File: src/rtl/fifo_rd_packer.sv
// Read-side FIFO consumer: pops WIDTH-bit words, packs PACK of them into one
// wide beat and hands it downstream over valid/ready; flush emits a partial beat.
module fifo_rd_packer #(
  parameter int WIDTH = 8,
  parameter int PACK  = 4,
  parameter int CW    = $clog2(PACK + 1)
) (
  input  logic                    rd_clk,
  input  logic                    rst,
  input  logic                    fifo_empty,
  input  logic [WIDTH-1:0]        fifo_rdata,
  output logic                    fifo_rd_en,
  input  logic                    flush,
  output logic [WIDTH*PACK-1:0]   out_data,
  output logic [CW-1:0]           out_words,
  output logic                    out_valid,
  input  logic                    out_ready,
  output logic                    busy
);

  typedef enum logic [1:0] {S_FILL, S_FULL, S_DRAIN} state_e;
  typedef logic [PACK-1:0][WIDTH-1:0] pack_t;

  localparam logic [CW:0]   PACK_W = (CW + 1)'(PACK);
  localparam logic [CW-1:0] PACK_C = CW'(PACK);

  pack_t                 pack_q, pack_d;
  logic [CW-1:0]         lvl_q, lvl_d;
  logic                  pend_q, pend_d;
  logic                  flush_pend_q, flush_pend_d;
  logic [WIDTH*PACK-1:0] out_data_q, out_data_d;
  logic [CW-1:0]         out_words_q, out_words_d;
  logic                  out_valid_q, out_valid_d;

  state_e state;
  logic   fill_room;
  logic   slot_free;

  // Counting the in-flight word keeps the pack register from ever overflowing.
  assign fill_room  = ({1'b0, lvl_q} + {{CW{1'b0}}, pend_q}) < PACK_W;
  assign fifo_rd_en = !rst && !fifo_empty && !flush_pend_q && fill_room;
  assign slot_free  = !out_valid_q || out_ready;
  assign busy       = (lvl_q != '0) || pend_q || flush_pend_q || out_valid_q;

  assign out_data  = out_data_q;
  assign out_words = out_words_q;
  assign out_valid = out_valid_q;

  // A full pack register outranks a pending flush so the full beat goes first.
  always_comb begin
    state = S_FILL;
    if (lvl_q == PACK_C && !pend_q) begin
      state = S_FULL;
    end else if (flush_pend_q) begin
      state = S_DRAIN;
    end
  end

  always_comb begin
    // NOTE: every always_comb output gets a default first so no path infers a latch.
    pack_d       = pack_q;
    lvl_d        = lvl_q;
    pend_d       = fifo_rd_en;
    flush_pend_d = flush_pend_q;
    out_data_d   = out_data_q;
    out_words_d  = out_words_q;
    out_valid_d  = out_valid_q && !out_ready;

    // A flush with nothing captured or on its way is a no-op and is not latched.
    if (flush && (lvl_q != '0 || pend_q || fifo_rd_en)) begin
      flush_pend_d = 1'b1;
    end

    if (pend_q) begin
      for (int i = 0; i < PACK; i++) begin
        if (CW'(i) == lvl_q) pack_d[i] = fifo_rdata;
      end
      lvl_d = lvl_q + CW'(1);
    end

    case (state)
      S_FULL: begin
        if (slot_free) begin
          out_data_d  = pack_q;
          out_words_d = PACK_C;
          out_valid_d = 1'b1;
          lvl_d       = '0;
        end
      end
      S_DRAIN: begin
        if (!pend_q) begin
          if (lvl_q == '0) begin
            flush_pend_d = 1'b0;
          end else if (slot_free) begin
            for (int i = 0; i < PACK; i++) begin
              out_data_d[i*WIDTH +: WIDTH] = (CW'(i) < lvl_q) ? pack_q[i] : '0;
            end
            out_words_d  = lvl_q;
            out_valid_d  = 1'b1;
            lvl_d        = '0;
            flush_pend_d = 1'b0;
          end
        end
      end
      default: ;
    endcase
  end

  // NOTE: the pack register is reset along with the control state so stale words
  // can never leak into a beat after reset.
  always_ff @(posedge rd_clk or posedge rst) begin
    if (rst) begin
      pack_q       <= '0;
      lvl_q        <= '0;
      pend_q       <= 1'b0;
      flush_pend_q <= 1'b0;
      out_data_q   <= '0;
      out_words_q  <= '0;
      out_valid_q  <= 1'b0;
    end else begin
      // NOTE: sequential state uses non-blocking assignments only.
      pack_q       <= pack_d;
      lvl_q        <= lvl_d;
      pend_q       <= pend_d;
      flush_pend_q <= flush_pend_d;
      out_data_q   <= out_data_d;
      out_words_q  <= out_words_d;
      out_valid_q  <= out_valid_d;
    end
  end

endmodule

File: config.mk
export PLATFORM = sky130hd
export DESIGN_NAME = fifo_rd_packer
export DESIGN_NICKNAME = d
export VERILOG_FILES = /design/src/rtl/fifo_rd_packer.sv
export SDC_FILE = /design/constraint.sdc
export NUM_CORES = 1
export LEC_CHECK = 0
export CAP_MARGIN = 20
export CORE_MARGIN = 5
export CORE_UTILIZATION = 50
export DETAILED_ROUTE_END_ITERATION = 8
export GPL_TIMING_DRIVEN = 0
export PLACE_DENSITY = 0.76
export SETUP_SLACK_MARGIN = 0.02
export SYNTH_ARGS = -nofsm -noshare
export SYNTH_HDL_FRONTEND = slang
export SYNTH_SLANG_ARGS = --single-unit
File: constraint.sdc
create_clock -name rd_clk -period 4.8 [get_ports rd_clk]
set_input_delay 0.96 -clock rd_clk [delete_from_list [all_inputs] [get_ports rd_clk]]
set_output_delay 0.96 -clock rd_clk [all_outputs]
set_load 0.03 [all_outputs]
# == Word level (Yosys, flattened, before mapping) ==
# Index checks and enable logic that the tools add are counted.
# totals
regBits,73
inputBits,13
output_inout_bits,38
elab_cells,82
# classes
n_addsub,2
magnitude_cmp,5
n_eq_ne,10
mux,30
n_reduce_logical,25
# op_table
cell,count
$mux W32,4
$pmux W32 S2,1
$mux W8,4
$mux W3,8
$pmux W3 S2,2
$mux W1,8
$ne A2 B2 Y1 const B,4
$reduce_and A2 Y1,4
$eq A2 B3 Y1 const A,2
$logic_and A1 B1 Y1,6
$logic_not A1 Y1,6
$lt A1 B3 Y1 const A,2
$lt A2 B3 Y1 const A,2
$logic_or A1 B1 Y1,5
$reduce_and A5 Y1,1
$add A3 B1 Y4,1
$lt A4 B3 Y1 const B,1
$mux W2,2
$add A3 B1 Y3 const B,1
$eq A1 B3 Y1 const A,1
$eq A3 B3 Y1 const B,1
$logic_not A3 Y1,1
$reduce_bool A3 Y1,1
$eq A2 B1 Y1 const B,1
other kinds (3),3

# == Longest topological paths before layout ==
# depth
ltp_word,11
depth_mapped,8

# == Worst setup path before layout ==
# Ideal clock, no wire load.
# synth_path
path_kind,input -> output
startpoint,input rst
endpoint,output fifo_rd_en
arrival_ns,2.008
required_ns,3.840
path_slack_ns,1.832
path_stages,2
n_path_buf,0
path_cell_list,a211oi_1 -> nor3b_1
# synth_via
elab_chain_len,4
# synth_lines
element,line_no,text
from (decl),9,"input logic rst,"
$logic_not A1 Y1 (no source line),-,
$logic_and A1 B1 Y1 (3 in a row),41,assign fifo_rd_en = !rst && !fifo_empty && !flush_pend_q && fill_room;
to (decl),12,"output logic fifo_rd_en,"
# No other way between the ends.

# == Final worst setup path ==
# Ends and elaborated chain as after synthesis.

==> run summary <==
The initialized floorplan defines 28 standard-cell rows. Of all flip-flops after synthesis, the portion carrying an async set or reset was 1.00. The die covers 7860 um2.

The worst voltage drop across the vdd grid is 0.000340 V. The remaining number of nets flagged by the antenna check after routing is 0. The clock latency reported for the late side of the worst-skew pair is between 0.3 and 0.4 ns.

The critical path endpoint category is an output pin. Setup repair after global routing left no endpoint under its margin. Entering global routing, the biggest net connects 74 pins. The final hold violation count is 0. The via count of the first global-routing pass was about 2300.

Cell internal power was estimated by the tool at 1.81 mW. The fraction of the yosys area taken by sequential cells came out at 0.591. The total grt overflow is 0.

In this run the post-CTS setup repair buffer count came out at 0. The clock sink total came out at between 70 and 80. The number of instances in the synthesized netlist is 250. The tool flagged a number of max-cap violations equal to 0.

For this run, the leading register cell type out of synthesis is dfrtp_1. The number of setup violations in the final report came out at 0. The tightest min-delay check is of the reg -> reg type. Across every metal layer, demand over resource in global routing totals 0.196. The combinational cell fraction of total power came out at 0.416. The number of storage elements in the synthesis netlist is between 70 and 80. The H-tree depth reported by CTS came out at 3. Counting every net in the synthesized netlist gives 267. The delay of the slowest cell on the worst path came out at 0.72 ns. The headroom to the max-slew limit is 0.420.

The number of warnings printed during yosys synthesis is 0. Summed over all failing endpoints, the final setup total negative slack is 0 ns. The final clock skew came out at approximately 0.0094 ns. The number of hold-repair buffers added at the cts stage is 0. The leakage power of the design is 1.71 nW.

No sink is reached through more buffers than the 2 on the longest clock path. The flow ran to the end, and the final reports show no timing, DRC or antenna violations. The highest achievable clock rate came out at 272 MHz.

The final worst-path cycle share came out at 0.767. The width of the die came out at between 80 and 90 um. The first detailed-routing pass took 4 iterations.

The initial antenna violation count was 0. The number of violations reported at the end of detailed-routing iteration 0 is 128. The critical path goes through clkdlybuf4s50_1 -> a211oi_1 -> nor3b_1 -> clkdlybuf4s50_1.

For this design, the slowest cell found on the critical path is clkdlybuf4s50_1. The count of port buffers added during placement is 50. The wire length per cell is 17.7 um. The clock slew at the register clock pins of the worst setup and hold paths came out at 0.08 ns. The share of power burned in registers is 0.366.

The die is a little under 90 um tall. Once the clock tree was built, the resizer swapped 0 gates to a different size. The buffers plus inverters on the worst setup path came out at 2. The total via count after detailed routing is 2243.

The filler cell count is 481. Of the total power, the share spent switching nets is 0.369. The number of enable-type register cells in the synthesized netlist is 0. The first global-routing pass estimated 11500 um of wire. Measured on the finished design, the core utilization comes to 0.663. The final weighted congestion in routability-driven placement came out at approximately 0.79. The data arrival time of the critical path came out at 2.72 ns. The slew at the pin with the worst max-slew slack is 0.870 ns.

The I/O pin total came out at between 50 and 60. The number of DRC violations after detailed routing came out at 0. By instance count, the cell type seen most on the critical path is clkdlybuf4s50_1. At the end of the flow, the number of nets in the layout was 328. Power spread over the standard cell area amounts to 726 nW/um2.

The critical path start-end classification is in -> out. The number of diodes added for antenna fixing is 0. The number of library cell types mapped by synthesis came out at 35. The initial core utilization is 0.519. The half-perimeter wire length of the detailed placement result came out at roughly 4700 um. Of all nets on the critical path, the largest fanout is 2. The post-synthesis to final-layout area growth is 27.7%. The number of max-slew violations in the final report came out at 0.

The cell family contributing the most delay on the critical path is buffers and inverters. At the worst endpoint, the required time is 3.84 ns. The buffer type at the clock tree root is clkbuf_8.

The share of power burned in the clock network is 0.217. After floorplanning, the core was sized to cover 5960 um2. The layout cell share with drive strength beyond 1 came out at 0.196. The TritonCTS buffer count is 9.

The average cell area after synthesis came out at 12.4 um2. Summing every instance area after synthesis gives 3090 um2. TritonCTS built the clock tree. The post-detailed-route via-to-cell ratio is 5.74. The post-route minimum period is 3.68 ns. The final wirelength is just under 7000 um. The switching power total is 1.06 mW. STA classifies the critical path startpoint as an input port.
[per-stage QoR]
stage | area (um2) | instances | hold WS (ns) | setup WS, ns | total power, mW
floorplan | 3090 | 250 | 0.467 | 1.83 | 1.81
global placement | 3690 | 375 | 0.462 | 0.853 | 2.21
detailed placement | 3690 | 375 | 0.469 | 1.10 | 2.25
CTS | 3950 | 391 | 0.487 | 1.10 | 2.88
global route | 3950 | 391 | 0.514 | 0.989 | 3.03
finish | 3950 | 391 | 0.483 | 1.12 | 2.87
[cells in the mapped netlist (2+ instances only)]
master / instances / area [um2]
dfrtp_1: 73 / 1830
mux2_2: 34 / 383
o31ai_1: 25 / 188
o21ai_1: 24 / 120
nand2_1: 22 / 82.6
o21ai_0: 11 / 55.1
clkbuf_1: 9 / 33.8
a22o_1: 8 / 70.1
buf_2: 6 / 30.0
ha_1: 4 / 50.1
inv_1: 3 / 11.3
a21o_1: 2 / 15.0
and3_1: 2 / 12.5
buf_1: 2 / 7.51
nand2b_1: 2 / 12.5
nor2_1: 2 / 7.51
nor2b_1: 2 / 12.5
nor3b_1: 2 / 15.0
[state kept, by name, summed over array words and instances, names as in the netlist]
register / count
out_data: 32
pack_q: 32
lvl_q: 3
out_words: 3
flush_pend_q: 1
out_valid: 1
pend_q: 1
[power by group through the flow]
stage | Combinational (mW) | Clock, mW | Sequential, mW
finish | 1.19 | 0.623 | 1.05
global route | 1.29 | 0.654 | 1.09
CTS | 1.20 | 0.629 | 1.05
detailed placement | 1.19 | 0 | 1.06
global placement | 1.17 | 0 | 1.05
floorplan | 0.564 | 0 | 1.25
[path summary, 6_finish.rpt]
check,startpoint,endpoint,slack [ns],cells after the start
setup / recovery,rst,fifo_rd_en,1.12,4
hold / removal,out_words[2],out_words[2],0.48,1
setup reg to reg,lvl_q[1],out_data[5],2.52,8
hold reg to reg,out_words[2],out_words[2],0.48,1
max in group asynchronous,rst,pack_q[25],3.06,2
min in group asynchronous,rst,pend_q,1.17,2
[cell families after synthesis]
kind of cell,count (synthesis),synth area share
buf+inv,22,0.0328
mux,36,0.131
simple gates,41,0.0744
fa+ha+maj,4,0.0162
compound gates,74,0.155
flops,73,0.591
[per-layer routing]
metal / global-route usage / share of wire
met2: 0.312 / 0.49
met3: 0.0335 / 0.045
met1: 0.269 / 0.45
met4: 0.0783 / 0.016
met5: 0 / 0
[area by class of cell]
type,instances,area [um2],share of cell area
plain buffers,19,90.1,0.0228
clock buffers,11,131,0.0333
clock inverters,5,128,0.0323
inverters,3,13.8,0.00349
multi-input cells,155,1160,0.295
flip-flops and latches,73,1830,0.463
well taps,75,93.8,0.0238
repair buffers,50,500,0.127
[cells in the final DEF (no fill, tap or decap), types with 2 or more instances in the layout]
| cell type | n |
|---|---|
| buf_2 | 6 |
| nor2b_1 | 2 |
| clkbuf_8 | 9 |
| clkdlybuf4s50_1 | 50 |
| a22o_1 | 8 |
| inv_1 | 2 |
| o31ai_1 | 25 |
| o21ai_0 | 11 |
| clkbuf_1 | 11 |
| and3_1 | 2 |
| a21o_1 | 2 |
| o21ai_1 | 24 |
| ha_1 | 4 |
| mux2_2 | 34 |
| nor3b_1 | 2 |
| buf_1 | 2 |
| nand2b_1 | 2 |
| nor2_1 | 2 |
| bufinv_16 | 4 |
| dfrtp_1 | 73 |
| nand2_1 | 22 |
Note: power is estimated with default switching activity, not from simulation.
